`config.mk`:
```
export PLATFORM = sky130hd
export DESIGN_NAME = accum_bank
export DESIGN_NICKNAME = d
export VERILOG_FILES = /design/src/rtl/accum_bank_pkg.sv /design/src/rtl/accum_lane.sv /design/src/rtl/accum_bank.sv
export SDC_FILE = /design/constraint.sdc
export NUM_CORES = 2
export LEC_CHECK = 0
export ABC_AREA = 1
export CORE_AREA = 5 5 436 438
export DETAILED_ROUTE_END_ITERATION = 8
export DIE_AREA = 0 0 441 443
export SLEW_MARGIN = 40
export SYNTH_ARGS = -nofsm -noshare
export SYNTH_HDL_FRONTEND = slang
export SYNTH_SLANG_ARGS = --single-unit
```
`constraint.sdc`:
```
create_clock -name clk -period 8.7 [get_ports clk]
set_input_delay 2.61 -clock clk [delete_from_list [all_inputs] [get_ports clk]]
set_output_delay 2.61 -clock clk [all_outputs]
set_load 0.1 [all_outputs]
```
`src/rtl/accum_bank_pkg.sv`:
```
// Shared configuration for the partial-sum accumulator bank.
package accum_bank_pkg;
    // Default partial-sum width coming out of the systolic array.
    localparam int P_BITWIDTH     = 16;
    // Default number of array columns (lanes).
    localparam int N_COLS_DEFAULT = 4;

    // Bank-level control state.
    typedef enum logic {
        IDLE  = 1'b0,
        DRAIN = 1'b1
    } acc_state_e;
endpackage

```
`src/rtl/accum_lane.sv`:
```
// One accumulator column: DEPTH rows of signed partial sums, an in-place
// overwrite/accumulate write port, a combinational read port and a sticky
// overflow flag.
module accum_lane
    import accum_bank_pkg::*;
#(
    parameter int DEPTH    = 16,
    parameter int DWIDTH   = P_BITWIDTH,
    parameter int SATURATE = 1,
    parameter int AW       = (DEPTH > 1) ? $clog2(DEPTH) : 1
) (
    input  logic              clk,
    input  logic              rst,
    input  logic              wr_en,
    input  logic              first,
    input  logic              ovf_clr,
    input  logic [AW-1:0]     wr_addr,
    input  logic [AW-1:0]     rd_addr,
    input  logic [DWIDTH-1:0] din,
    output logic [DWIDTH-1:0] dout,
    output logic              ovf
);

    localparam logic [DWIDTH-1:0] POS_MAX = {1'b0, {(DWIDTH-1){1'b1}}};
    localparam logic [DWIDTH-1:0] NEG_MIN = {1'b1, {(DWIDTH-1){1'b0}}};

    logic [DWIDTH-1:0] mem_reg [DEPTH];
    logic              ovf_reg;
    logic [DWIDTH-1:0] cur_row;
    logic [DWIDTH:0]   sum_next;
    logic [DWIDTH-1:0] wr_data_next;
    logic              wr_ovf_next;

    assign cur_row = mem_reg[wr_addr];
    assign dout    = mem_reg[rd_addr];
    assign ovf     = ovf_reg;

    // Compute the value to store: first-pass data, or a one-bit-wider signed
    // sum that is clamped or wrapped when it leaves the DWIDTH range.
    always_comb begin
        sum_next     = {cur_row[DWIDTH-1], cur_row} + {din[DWIDTH-1], din};
        wr_data_next = sum_next[DWIDTH-1:0];
        wr_ovf_next  = 1'b0;
        if (first) begin
            wr_data_next = din;
        end else if (sum_next[DWIDTH] != sum_next[DWIDTH-1]) begin
            wr_ovf_next = 1'b1;
            if (SATURATE != 0) begin
                wr_data_next = sum_next[DWIDTH] ? NEG_MIN : POS_MAX;
            end
        end
    end

    // Row storage; cleared on reset so a fresh drain reads zeros.
    always_ff @(posedge clk) begin
        if (rst) begin
            for (int i = 0; i < DEPTH; i++) begin
                mem_reg[i] <= '0;
            end
        end else if (wr_en) begin
            mem_reg[wr_addr] <= wr_data_next;
        end
    end

    // Sticky overflow flag, cleared when a tile has been fully drained.
    always_ff @(posedge clk) begin
        if (rst || ovf_clr) begin
            ovf_reg <= 1'b0;
        end else if (wr_en && wr_ovf_next) begin
            ovf_reg <= 1'b1;
        end
    end

endmodule

```
`src/rtl/accum_bank.sv`:
```
// Multi-column partial-sum accumulator bank: N_COLS lanes written in lockstep
// from one input beat, drained row by row through a registered ready/valid port.
module accum_bank
    import accum_bank_pkg::*;
#(
    parameter int N_COLS   = N_COLS_DEFAULT,
    parameter int DEPTH    = 16,
    parameter int DWIDTH   = P_BITWIDTH,
    parameter int SATURATE = 1
) (
    input  logic                     clk,
    input  logic                     rst,
    input  logic                     in_valid,
    output logic                     in_ready,
    input  logic                     in_first,
    input  logic [N_COLS*DWIDTH-1:0] in_data,
    input  logic                     drain_req,
    output logic                     out_valid,
    input  logic                     out_ready,
    output logic [N_COLS*DWIDTH-1:0] out_data,
    output logic                     done,
    output logic [N_COLS-1:0]        ovf
);

    localparam int            AW   = (DEPTH > 1) ? $clog2(DEPTH) : 1;
    localparam logic [AW-1:0] LAST = AW'(DEPTH - 1);

    acc_state_e               state_reg, state_next;
    logic [AW-1:0]            wr_ptr_reg;
    logic [AW-1:0]            rd_ptr_reg;
    logic                     issued_all_reg;
    logic                     out_valid_reg;
    logic [N_COLS*DWIDTH-1:0] out_data_reg;
    logic                     done_reg;
    logic [N_COLS*DWIDTH-1:0] lane_dout;

    logic accept;
    logic load_en;
    logic last_hs;

    assign in_ready  = (state_reg == IDLE);
    assign out_valid = out_valid_reg;
    assign out_data  = out_data_reg;
    assign done      = done_reg;

    genvar gi;
    generate
        for (gi = 0; gi < N_COLS; gi++) begin : g_lane
            accum_lane #(
                .DEPTH   (DEPTH),
                .DWIDTH  (DWIDTH),
                .SATURATE(SATURATE),
                .AW      (AW)
            ) u_lane (
                .clk    (clk),
                .rst    (rst),
                .wr_en  (accept),
                .first  (in_first),
                .ovf_clr(last_hs),
                .wr_addr(wr_ptr_reg),
                .rd_addr(rd_ptr_reg),
                .din    (in_data[gi*DWIDTH +: DWIDTH]),
                .dout   (lane_dout[gi*DWIDTH +: DWIDTH]),
                .ovf    (ovf[gi])
            );
        end
    endgenerate

    // Handshake decode and next-state logic. rd_ptr runs one row ahead of the
    // consumer: it names the next row to load into the output register, and
    // issued_all marks that the register now holds the final row.
    always_comb begin
        accept     = in_valid && (state_reg == IDLE);
        load_en    = (state_reg == DRAIN) && (!out_valid_reg || out_ready) && !issued_all_reg;
        last_hs    = (state_reg == DRAIN) && out_valid_reg && out_ready && issued_all_reg;
        state_next = state_reg;
        case (state_reg)
            IDLE:    if (drain_req) state_next = DRAIN;
            DRAIN:   if (last_hs)   state_next = IDLE;
            default: state_next = IDLE;
        endcase
    end

    // State register.
    always_ff @(posedge clk) begin
        if (rst) begin
            state_reg <= IDLE;
        end else begin
            state_reg <= state_next;
        end
    end

    // Write/read pointers; a drain request restarts both at row 0, abandoning
    // any partially written pass.
    always_ff @(posedge clk) begin
        if (rst) begin
            wr_ptr_reg     <= '0;
            rd_ptr_reg     <= '0;
            issued_all_reg <= 1'b0;
        end else begin
            if (state_reg == IDLE) begin
                if (drain_req) begin
                    wr_ptr_reg     <= '0;
                    rd_ptr_reg     <= '0;
                    issued_all_reg <= 1'b0;
                end else if (accept) begin
                    wr_ptr_reg <= (wr_ptr_reg == LAST) ? '0 : wr_ptr_reg + 1'b1;
                end
            end
            if (load_en) begin
                rd_ptr_reg     <= (rd_ptr_reg == LAST) ? '0 : rd_ptr_reg + 1'b1;
                issued_all_reg <= (rd_ptr_reg == LAST);
            end
        end
    end

    // Output register and end-of-tile pulse.
    always_ff @(posedge clk) begin
        if (rst) begin
            out_valid_reg <= 1'b0;
            out_data_reg  <= '0;
            done_reg      <= 1'b0;
        end else begin
            done_reg <= last_hs;
            if (load_en) begin
                out_valid_reg <= 1'b1;
                out_data_reg  <= lane_dout;
            end else if (out_valid_reg && out_ready) begin
                out_valid_reg <= 1'b0;
            end
        end
    end

endmodule

```
==> metrics.txt <==
I/O Buffers=140; critical hold path startpoint=g_lane[1].u_lane.ovf; Synth cell types=48; combinational share of power=0.204; fin. max-slew vios=0; post-route clock skew=about 0.04 ns; flip-flop count of the largest register after layout=1024; Lkg Pwr=roughly 26 nW; cts repair resizes=0; Cell Pwr Density=199 nW/um^2; post-route insts no fill=9725; GRT overflow=0; CORE AREA=approximately 190000 sq um; Detail Route Antenna Nets=0; slew margin rel.=0.390; share of cells above drive strength 1=0.131; Clock Pin Slew Worst Setup and Hold Paths=roughly 0.06 ns; P_int=0.00960 W; Critical Path Fanout Max=33; # Post-CTS Setup Buffers=0; r2r worst-path depth=17; synthesized netlist cell count=between 7000 and 8000; f_max=168 MHz; min cycle time layout=5.95 ns; nets@finish=7273; CTS Root Cell=clkbuf_16; Sw Share=0.321; CTS max path bufs=3; Setup violations, final=0; Max-cap violations=0; status=finished clean; Ports=between 100 and 150; first-pass GRT wire length=approximately 330000 microns; Vias/cell=5.62; clk_lat worst skew=0.76 ns; Via Count=54700; Iter 0 DRT Violations=7051; area of the multi-input gates=26600 sq um; syn_area_per_cell=8.69 sq um; # rows=~160; RSZ-0062 raised after global routing=false; Die Y=approximately 440 microns; CTS tree=built; Setup crit end kind=register; Fillers=roughly 19000; RD Place Congestion=0.855; # diodes=0; Yosys warnings=0; area grow syn2layout=9.76%; sequential area share after synthesis=0.502; initial core utilization=0.347; switching power=0.00454 W; CP required=9.12 ns; period utilization=0.683; setup_tns=0 ns; Reg power frac=0.433; internal reg-to-reg setup slack=~3.3 ns; Tot GR Track Use=0.220; die area=between 150000 and 200000 sq um; Avg WL per Cell=around 23 microns; initial antenna violation count=1; Detailed Route WL=224000 microns; Post-CTS Hold Buffers=0; largest net degree at the start of global routing=239; FF+latch area=32500 sq um; worst reg2reg path endpoint=g_lane[1].u_lane.mem_reg[4][13]; Residual DRC=0; total CTS buffers=118; H-tree levels=3; mapped cell area=64600 sq um; syn nets=around 7600; Inst Count DP=9502; Die Wd=441 microns; Initial DRT Pass Iterations=8; arrival time at the worst endpoint=6.37 ns; Hold Path Depth=2; Max rail drop VDD=0.184 mV; vias in the first global route=51300; Setup CP Type=in2reg; clock sink total=1108; sink of the worst hold path=g_lane[1].u_lane.ovf; Fin. Hold Viols=0; Hold WC Path Type=reg2reg; HPWL after DPL=133000 microns; crit start category=input pin; #FFs+latches synth=1108; Clock power frac=0.363; Worst-Margin Slew=0.915 ns
[metal layers]
metal	up-vias	GRT usage	share of wire
met5	-	0	0
met4	0	0.0882	0.043
met3	443	0.0332	0.093
met2	2882	0.348	0.45
met1	26300	0.302	0.41
li1	25000	-	-
[worst max-delay path by stage]
stage	slack, ns	startpoint	depth (start not counted)	end
after floorplan	3.25	in_valid	8	g_lane[0].u_lane.mem_reg[10][0]
after global placement	1.96	rst	7	g_lane[2].u_lane.mem_reg[5][15]
after detailed placement	1.99	rst	7	g_lane[2].u_lane.mem_reg[14][13]
after CTS	2.80	rst	7	g_lane[2].u_lane.mem_reg[14][2]
after global routing	2.62	rst	7	g_lane[2].u_lane.mem_reg[14][13]
final	2.75	rst	7	g_lane[2].u_lane.mem_reg[14][13]
[cells in the mapped netlist (all sizes together)]
cell	n	area, sq um
a21oi	899	4620
nor2	895	4240
a21o	1	7.51
o22ai	10	62.6
o21ai	659	3330
nand3b	5	37.5
clkbuf	365	1370
nor4	1	6.26
o211ai	458	3440
ha	69	863
o221ai	49	429
edfxtp	1024	30700
xor2	29	254
xnor2	13	114
nand2	1060	4600
a22oi	1	7.51
fa	4	80.1
o21bai	9	67.6
nand3	712	3650
and2	3	18.8
o21a	1	7.51
nand4	4	25.0
a211oi	1	7.51
or2	51	319
inv	723	2720
dfxtp	84	1680
buf	291	1800
nor3	11	85.1
[critical path, stage by stage]
cell	delay [ns]
clkdlybuf4s50_1	0.72
nor2_1	0.42
inv_1	0.22
nor2_1	0.58
nand2_4	0.53
nand2_4	0.76
buf_4	0.44
[power groups by stage]
stage	logic, W	clock network (W)	registers [W]
detailed placement	0.00285	0	0.00624
floorplan	0.00198	0	0.00641
global route	0.00311	0.00540	0.00615
CTS	0.00286	0.00518	0.00612
finish	0.00289	0.00513	0.00613
global placement	0.00283	0	0.00623
[logic make-up (layout without fill, tap and decap cells)]
kind of cell / count (synthesis) / in the layout / share of synthesized area
adders and majority gates: 73 / 73 / 0.0146
DFF: 1108 / 1108 / 0.502
and+or+nand+nor: 2742 / 2742 / 0.201
AOI/OAI and AO/OA: 2088 / 2088 / 0.185
xor gates and xnor gates: 42 / 42 / 0.00570
buffers and inverters: 1379 / 1177 / 0.0912
[cell type report]
type / count / share of cell area
clock buffer: 157 / 0.0468
clock inverter: 63 / 0.00754
inverter: 723 / 0.0387
multi-input combinational: 4945 / 0.376
sequential: 1108 / 0.458
tap: 2495 / 0.0440
timing repair buffer: 234 / 0.0292
[layout by cell type, fill, tap and decap left out, types with 9 or more instances in the layout]
cell type        synthesis  final
o21bai_1                 9      9
clkbuf_8                 0     10
clkinv_2                 0     19
nor2_1                 565    562
clkbuf_16                0    124
nor2_4                  10     10
a21oi_1                870    870
dfxtp_1                 84     76
nand2_2                 48     48
inv_2                   12     10
o21ai_0                645    645
nand2_4                 67     91
o211ai_1               458    458
clkbuf_1               365     24
o221ai_1                49     49
buf_4                   15     61
buf_12                   4     13
or2_2                   47     47
clkdlybuf4s50_1          0     68
edfxtp_1              1024   1024
buf_2                  136     72
ha_1                    69     69
xor2_1                  29     29
nand2_1                945    913
inv_1                  708    704
buf_6                   39     13
nor2_2                 320    323
xnor2_1                 13     13
a21oi_2                 28     28
nand3_1                703    703
clkinv_1                 0     23
o22ai_1                 10     10
[through the flow]
| stage | utilization | hold slack [ns] | setup slack (ns) | total power (W) | instance area [sq um] |
|---|---|---|---|---|---|
| floorplan | - | 0.438 | 3.25 | 0.00839 | 64600 |
| global placement | 0.360 | 0.453 | 1.96 | 0.00907 | 67100 |
| detailed placement | 0.360 | 0.456 | 1.99 | 0.00908 | 66900 |
| CTS | 0.380 | 0.473 | 2.80 | 0.0142 | 70800 |
| global route | 0.381 | 0.497 | 2.62 | 0.0147 | 70900 |
| finish | 0.381 | 0.469 | 2.75 | 0.0141 | 70900 |
Note: power is estimated with default switching activity, not from simulation.
